`src/rtl/mem_stage.sv`:
```
// mem_stage: MEM pipeline stage that waits on a variable-latency data-SRAM read, then extends and forwards the result
module mem_stage #(
  parameter int EX_TO_MEM_WD = 76,
  parameter int MEM_TO_WB_WD = 70,
  parameter int STALL_W      = 6
) (
  input  logic                    clk,
  input  logic                    rst,
  input  logic [STALL_W-1:0]      stall,
  input  logic [EX_TO_MEM_WD-1:0] ex_to_mem_bus,
  input  logic [2:0]              ex_ld_op,
  input  logic [31:0]             data_sram_rdata,
  input  logic                    data_sram_rvalid,
  output logic [MEM_TO_WB_WD-1:0] mem_to_wb_bus,
  output logic [37:0]             mem_to_id_bus,
  output logic                    stallreq_for_mem
);
  localparam logic [1:0] IDLE = 2'd0;
  localparam logic [1:0] WAIT = 2'd1;
  localparam logic [1:0] DONE = 2'd2;
  logic [EX_TO_MEM_WD-1:0] bus_q, bus_d;
  logic [2:0]  ld_op_q, ld_op_d;
  logic [1:0]  state_q, state_d;
  logic [31:0] buf_q, buf_d;
  logic [31:0] pc, ex_result, raw, load_data, result;
  logic [3:0]  ram_wen;
  logic [4:0]  waddr;
  logic [7:0]  byte_v;
  logic [15:0] half_v;
  logic        ram_en, sel_rf_res, rf_we, is_load, we_eff;
  logic        unused_stall;
  assign unused_stall = ^{stall[STALL_W-1:5], stall[2:0]};
  assign pc         = bus_q[75:44];
  assign ram_en     = bus_q[43];
  assign ram_wen    = bus_q[42:39];
  assign sel_rf_res = bus_q[38];
  assign rf_we      = bus_q[37];
  assign waddr      = bus_q[36:32];
  assign ex_result  = bus_q[31:0];
  assign is_load    = ram_en & (ram_wen == 4'b0);
  // Pipeline register: capture when MEM runs, bubble when only MEM is held, otherwise hold
  always_comb begin
    bus_d   = !stall[3] ? ex_to_mem_bus : (!stall[4] ? '0 : bus_q);
    ld_op_d = !stall[3] ? ex_ld_op : (!stall[4] ? 3'b0 : ld_op_q);
  end
  // Load-response tracker: a response arriving while MEM is frozen is parked in buf until MEM moves on
  always_comb begin
    state_d = state_q;
    buf_d   = buf_q;
    if (state_q == DONE) state_d = stall[3] ? DONE : IDLE;
    else if (is_load & data_sram_rvalid) begin
      state_d = stall[3] ? DONE : IDLE;
      buf_d   = stall[3] ? data_sram_rdata : buf_q;
    end else if (is_load) state_d = WAIT;
  end
  // Extension and writeback selection; the response cycle itself releases the stall
  always_comb begin
    stallreq_for_mem = is_load & (state_q != DONE) & !data_sram_rvalid;
    raw       = (state_q == DONE) ? buf_q : data_sram_rdata;
    byte_v    = 8'(raw >> {ex_result[1:0], 3'b0});
    half_v    = 16'(raw >> {ex_result[1], 4'b0});
    load_data = (ld_op_q == 3'b001) ? {{24{byte_v[7]}}, byte_v} :
                (ld_op_q == 3'b010) ? {24'b0, byte_v} :
                (ld_op_q == 3'b011) ? {{16{half_v[15]}}, half_v} :
                (ld_op_q == 3'b100) ? {16'b0, half_v} : raw;
    result    = sel_rf_res ? load_data : ex_result;
    we_eff    = rf_we & !stallreq_for_mem;
    mem_to_wb_bus = {pc, we_eff, waddr, result};
    mem_to_id_bus = {we_eff, waddr, result};
  end
  // State update with asynchronous clear
  always_ff @(posedge clk or posedge rst) begin
    if (rst) begin
      bus_q   <= '0;
      ld_op_q <= '0;
      state_q <= IDLE;
      buf_q   <= '0;
    end else begin
      bus_q   <= bus_d;
      ld_op_q <= ld_op_d;
      state_q <= state_d;
      buf_q   <= buf_d;
    end
  end
endmodule
```
`config.mk`:
```
export PLATFORM = sky130hd
export DESIGN_NAME = mem_stage
export DESIGN_NICKNAME = d
export VERILOG_FILES = /design/src/rtl/mem_stage.sv
export SDC_FILE = /design/constraint.sdc
export NUM_CORES = 1
export LEC_CHECK = 0
export ABC_AREA = 1
export BUFFER_PORTS_ARGS = -buffer_cell sky130_fd_sc_hd__buf_2
export CORE_UTILIZATION = 56
export CTS_CLUSTER_DIAMETER = 60
export DETAILED_ROUTE_END_ITERATION = 7
export PLACE_DENSITY = 0.87
export SYNTH_ARGS = -nofsm -noshare
export SYNTH_HDL_FRONTEND = slang
export SYNTH_SLANG_ARGS = --single-unit
```
`constraint.sdc`:
```
create_clock -name clk -period 10.1 [get_ports clk]
set_clock_uncertainty 0.2 [all_clocks]
set_input_delay 1.01 -clock clk [delete_from_list [all_inputs] [get_ports clk]]
set_output_delay 1.01 -clock clk [all_outputs]
set_load 0.05 [all_outputs]
```
* Word level (Yosys, flattened, before mapping)
Index checks and enable logic that the tools add are counted.
** Operators by class
- Bitwise logic cells :: 6
- Magnitude comparators :: 0
- Multiplexer cells :: 14
- Eq/ne operators :: 7
- Reductions and logical operators :: 5
- Shift operators :: 2
- Divide/modulo/power cells :: 0
- Multiply operators :: 0
- Add/subtract/negate cells :: 0
** Operators by type and width (count)
- $mux W32 :: 6
- $mux W76 :: 2
- $shr A32 B5 Y16 :: 1
- $shr A32 B5 Y8 :: 1
- $mux W2 :: 4
- $eq A3 B2 Y1 const B :: 2
- $mux W3 :: 2
- $and A1 B1 Y1 :: 5
- $logic_not A4 Y1 :: 1
- $ne A2 B2 Y1 const B :: 2
- $eq A3 B1 Y1 const B :: 1
- $eq A3 B3 Y1 const B :: 1
- $reduce_and A3 Y1 :: 1
- $reduce_bool A3 Y1 :: 1
- $eq A2 B2 Y1 const B :: 1
- $logic_not A1 Y1 :: 2
- $not A1 Y1 :: 1
** Storage, ports and cells
- Input bits :: 120
- Logic and storage cells :: 38
- Bits in writable memories :: 0
- Output and inout port bits :: 109
- Memory bits (read-only) :: 0
- Flip-flop bits (word level) :: 113
- Memories kept :: 0
- Latch bits :: 0

* Logic depth before layout (Yosys ltp)
- Depth in word-level cells :: 8
- Depth in mapped cells :: 12
- Mapped depth without buffers :: 10

* Worst setup path before layout
Ideal clock, no wire load.
- Path type :: input-to-output
- From :: input data_sram_rvalid
- To :: output mem_to_id_bus[37]
- Arrival time :: 2.565 ns
- Buffers on the path :: 1
- Slack :: 6.325 ns
- Stages :: 3
- Path through :: nor3_1 > nor2_1 > buf_4
** On the way
- Word-level cells in the longest chain between the ends :: 4
** Ends and longest elaborated chain
- start, declared :: line 13 : input logic data_sram_rvalid,
- $logic_not A1 Y1 :: line 58 : stallreq_for_mem = is_load & (state_q != DONE) & !data_sram_rvalid;
- $and A1 B1 Y1 :: line 58
- $logic_not A1 Y1 :: line 67 : we_eff = rf_we & !stallreq_for_mem;
- $and A1 B1 Y1 :: line 67
- end, declared :: line 15 : output logic [37:0] mem_to_id_bus,
Every way passes these cells.

* Worst setup path in the final report
- From :: register state_q[1]
- To :: output mem_to_id_bus[8]
** On the way
- Word-level cells in the longest chain between the ends :: 8
** Ends and longest elaborated chain
- start, declared :: line 23 : logic [1:0] state_q, state_d;
- start signal, assigned :: line 81 : state_q <= state_d;
- $eq A2 B2 Y1 (*) :: line 59 : raw = (state_q == DONE) ? buf_q : data_sram_rdata;
- $mux W32 (*) :: line 59
- $shr A32 B5 Y16 :: line 61 : half_v = 16'(raw >> {ex_result[1], 4'b0});
- $mux W32 :: line 65 : (ld_op_q == 3'b100) ? {16'b0, half_v} : raw;
- $mux W32 :: line 64 : (ld_op_q == 3'b011) ? {{16{half_v[15]}}, half_v} :
- $mux W32 :: line 63 : (ld_op_q == 3'b010) ? {24'b0, byte_v} :
- $mux W32 (*) :: line 62 : load_data = (ld_op_q == 3'b001) ? {{24{byte_v[7]}}, byte_v} :
- $mux W32 (*) :: line 66 : result = sel_rf_res ? load_data : ex_result;
Every way passes the cells marked *; elsewhere a longest branch is shown, timed or not.

==> metrics.yaml <==
cts:
  cts-root-buf: "clkbuf_16"
  cts_buffer_depth: 2
  hold_buffers: 0
  cts.htree.levels: 4
  cts_num_sinks: 113
  clk-insertion-delay-late_ns: 0.42
  cts_resized: 0
  cts_tree: "yes"
  cts_setup_buffers: 0
  clkTransAtPathRegs_ns: 0.06
  numCtsBuffers: 17
timing:
  final_max_slew_viol_count: 0
  period_needed_ns: 4.20
  timing.final.crit_share: 0.416
  grt_setup_unrepaired: "no"
  tightest_slew_ns: 1.13
  hold_ws_ns: 0.286
  hold_viol_final: 0
  fmax_mhz: 238
  relSlewSlack: 0.243
  setup_viol: 0
  tns_ns: 0
logic_synthesis:
  ys_types: 28
  syn_area_sq_um: 7040
  synth_cells: 961
  async_reset_ff_frac: 1.00
  yosys_warnings: 0
  synth-edff-count: 0
  synth.yosys.seq_area_share: 0.402
  syn_nets: 1081
  syn_area_per_cell_sq_um: 7.33
  synth-seq-cells: 113
  synth_ff_type: "dfrtp_1"
grt:
  grt_start_max_net_pins: 111
  gr-usage-met2: 0.494
  globalRouteMet3Util: 0.0805
  grt_pass1_vias: 6018
  overflow: 0
  grt_pass1_wl_um: 30300
  grt_usage: 0.303
  met1_usage: 0.396
  antenna_found_initial: 0
  busiest_layer: "met2"
layout:
  nets: 1192
  syn_to_final_growth_pct: 14.8
  multiInputGateArea_sq_um: 2810
  mostFrequentLayoutCells: "buf_2 (223), nand2_1 (216), nand3_1 (201)"
  seqCellArea_sq_um: 2830
  num_antenna_cells: 0
  drive_gt1_frac: 0.283
  final_common_cell: "buf_2"
  utilization: 0.667
  fill_cells: 1089
drt:
  dr.first_iter.drc_count: 751
  num_vias: 6452
  wirelength_um: 18900
  viasPerCell: 5.15
  ant_nets: 0
  first_pass_iters: 6
  wire_per_inst_um: 15.1
  drc_errors: 0
floorplan:
  die_area_sq_um: 13000
  row_count: 40
  die_y_um: 114
  io_pins: 229
  start_util: 0.581
  die_w_um: 114
  core-area_sq_um: 12100
setup_path:
  crit_arrival_ns: 2.99
  cp_top_family: "simple AND/OR/NAND/NOR gates"
  cp_slowest_cell: "dfrtp_1"
  cp.required_ns: 8.89
  crit_chain: "nand2_4 > nand2_1 > nand3_4 > nand3_4 > nand3_4 > nand2_2 > nand2_1 > nand2_1 > buf_2"
  worst_setup_path_end_kind: "output port"
  cp_max_fo: 35
  slowest_delay_ns: 0.76
  crit_type: "reg2out"
  startpoint_type: "flip-flop"
  crit_buf_inv: 1
placement:
  port_buffers: 224
  hpwl_um: 13000
  place_congestion: 0.912
outcome:
  status: "complete, no violations"
job:
  cap_violations: 0
power_and_ir_drop:
  powerDensity_nw_per_um2: 201
  total_power_mw: 1.62
  p_leak_nw: 4.66
  worst_ir_drop_vdd_v: 0.000134
hold_path:
  hold_path_class: "reg2reg"
[cells in the mapped netlist (2+ instances only)]
cell	instances	area share
o22ai_1	11	0.0098
buf_6	4	0.0064
o21ai_1	8	0.0057
clkbuf_1	18	0.0096
nand3_2	6	0.0085
o21ai_0	93	0.066
buf_2	21	0.015
buf_4	80	0.085
buf_1	10	0.0053
inv_2	6	0.0032
nand2_1	216	0.12
nand3_4	5	0.012
buf_12	2	0.0057
nor2_1	2	0.0011
and2_1	6	0.0053
nand2_2	25	0.022
inv_1	125	0.067
nand3_1	201	0.14
dfrtp_1	113	0.40
[worst paths after layout]
path                                     to       start  depth (start not counted)  slack (ns)
setup / recovery           mem_to_id_bus[8]  state_q[1]                          9        5.90
hold / removal                    buf_q[28]   buf_q[28]                          2        0.29
setup reg to reg                  buf_q[29]  state_q[1]                          4        7.69
hold reg to reg                   buf_q[28]   buf_q[28]                          2        0.29
max in group asynchronous         bus_q[33]         rst                          3        7.97
min in group asynchronous        state_q[1]         rst                          2        0.46
[routing by layer]
layer  wire length [um]  part of all wire
met3               1640             0.087
met1               7720              0.41
met2               9150              0.48
met5                  0                 0
met4                367             0.019
[metrics by stage]
| stage | setup slack, ns | std cells | area (sq um) |
|---|---|---|---|
| floorplan | 5.90 | 961 | 7040 |
| global route | 5.71 | 1253 | 8080 |
| detailed placement | 6.41 | 1221 | 7500 |
| finish | 5.90 | 1253 | 8080 |
| CTS | 5.96 | 1253 | 8080 |
| global placement | 6.44 | 1221 | 7500 |
[final cells by class]
type,count,share of cell area
Inverter,131,0.0611
Clock inverter,13,0.0159
Timing Repair Buffer,229,0.144
Clock buffer,19,0.0560
Tap cell,168,0.0260
Multi-Input combinational cell,580,0.347
Sequential cell,113,0.350
[power breakdown]
group	internal, mW	total (mW)	switching (mW)
clock network	0.355	0.581	0.227
logic	0.124	0.480	0.357
registers	0.518	0.562	0.0445
total	0.996	1.62	0.628
[worst reg2reg max path, delay by kind of cell (launching register included)]
family	cells	cell delay [ns]
AO/OA/AOI/OAI	1	0.20
buffers and inverters	1	0.50
AND/OR/NAND/NOR	2	0.59
flip-flops	1	0.76
[sequential cells by signal, indices dropped and copies added, names as in the netlist]
signal   flops
ld_op_q      3
bus_q       76
state_q      2
buf_q       32
[logic make-up after synthesis]
kind of cell,share of synthesized area
simple gates,0.316
flops,0.402
buf+inv,0.200
compound gates,0.0826
No activity file was read; power rests on OpenSTA's default activity.
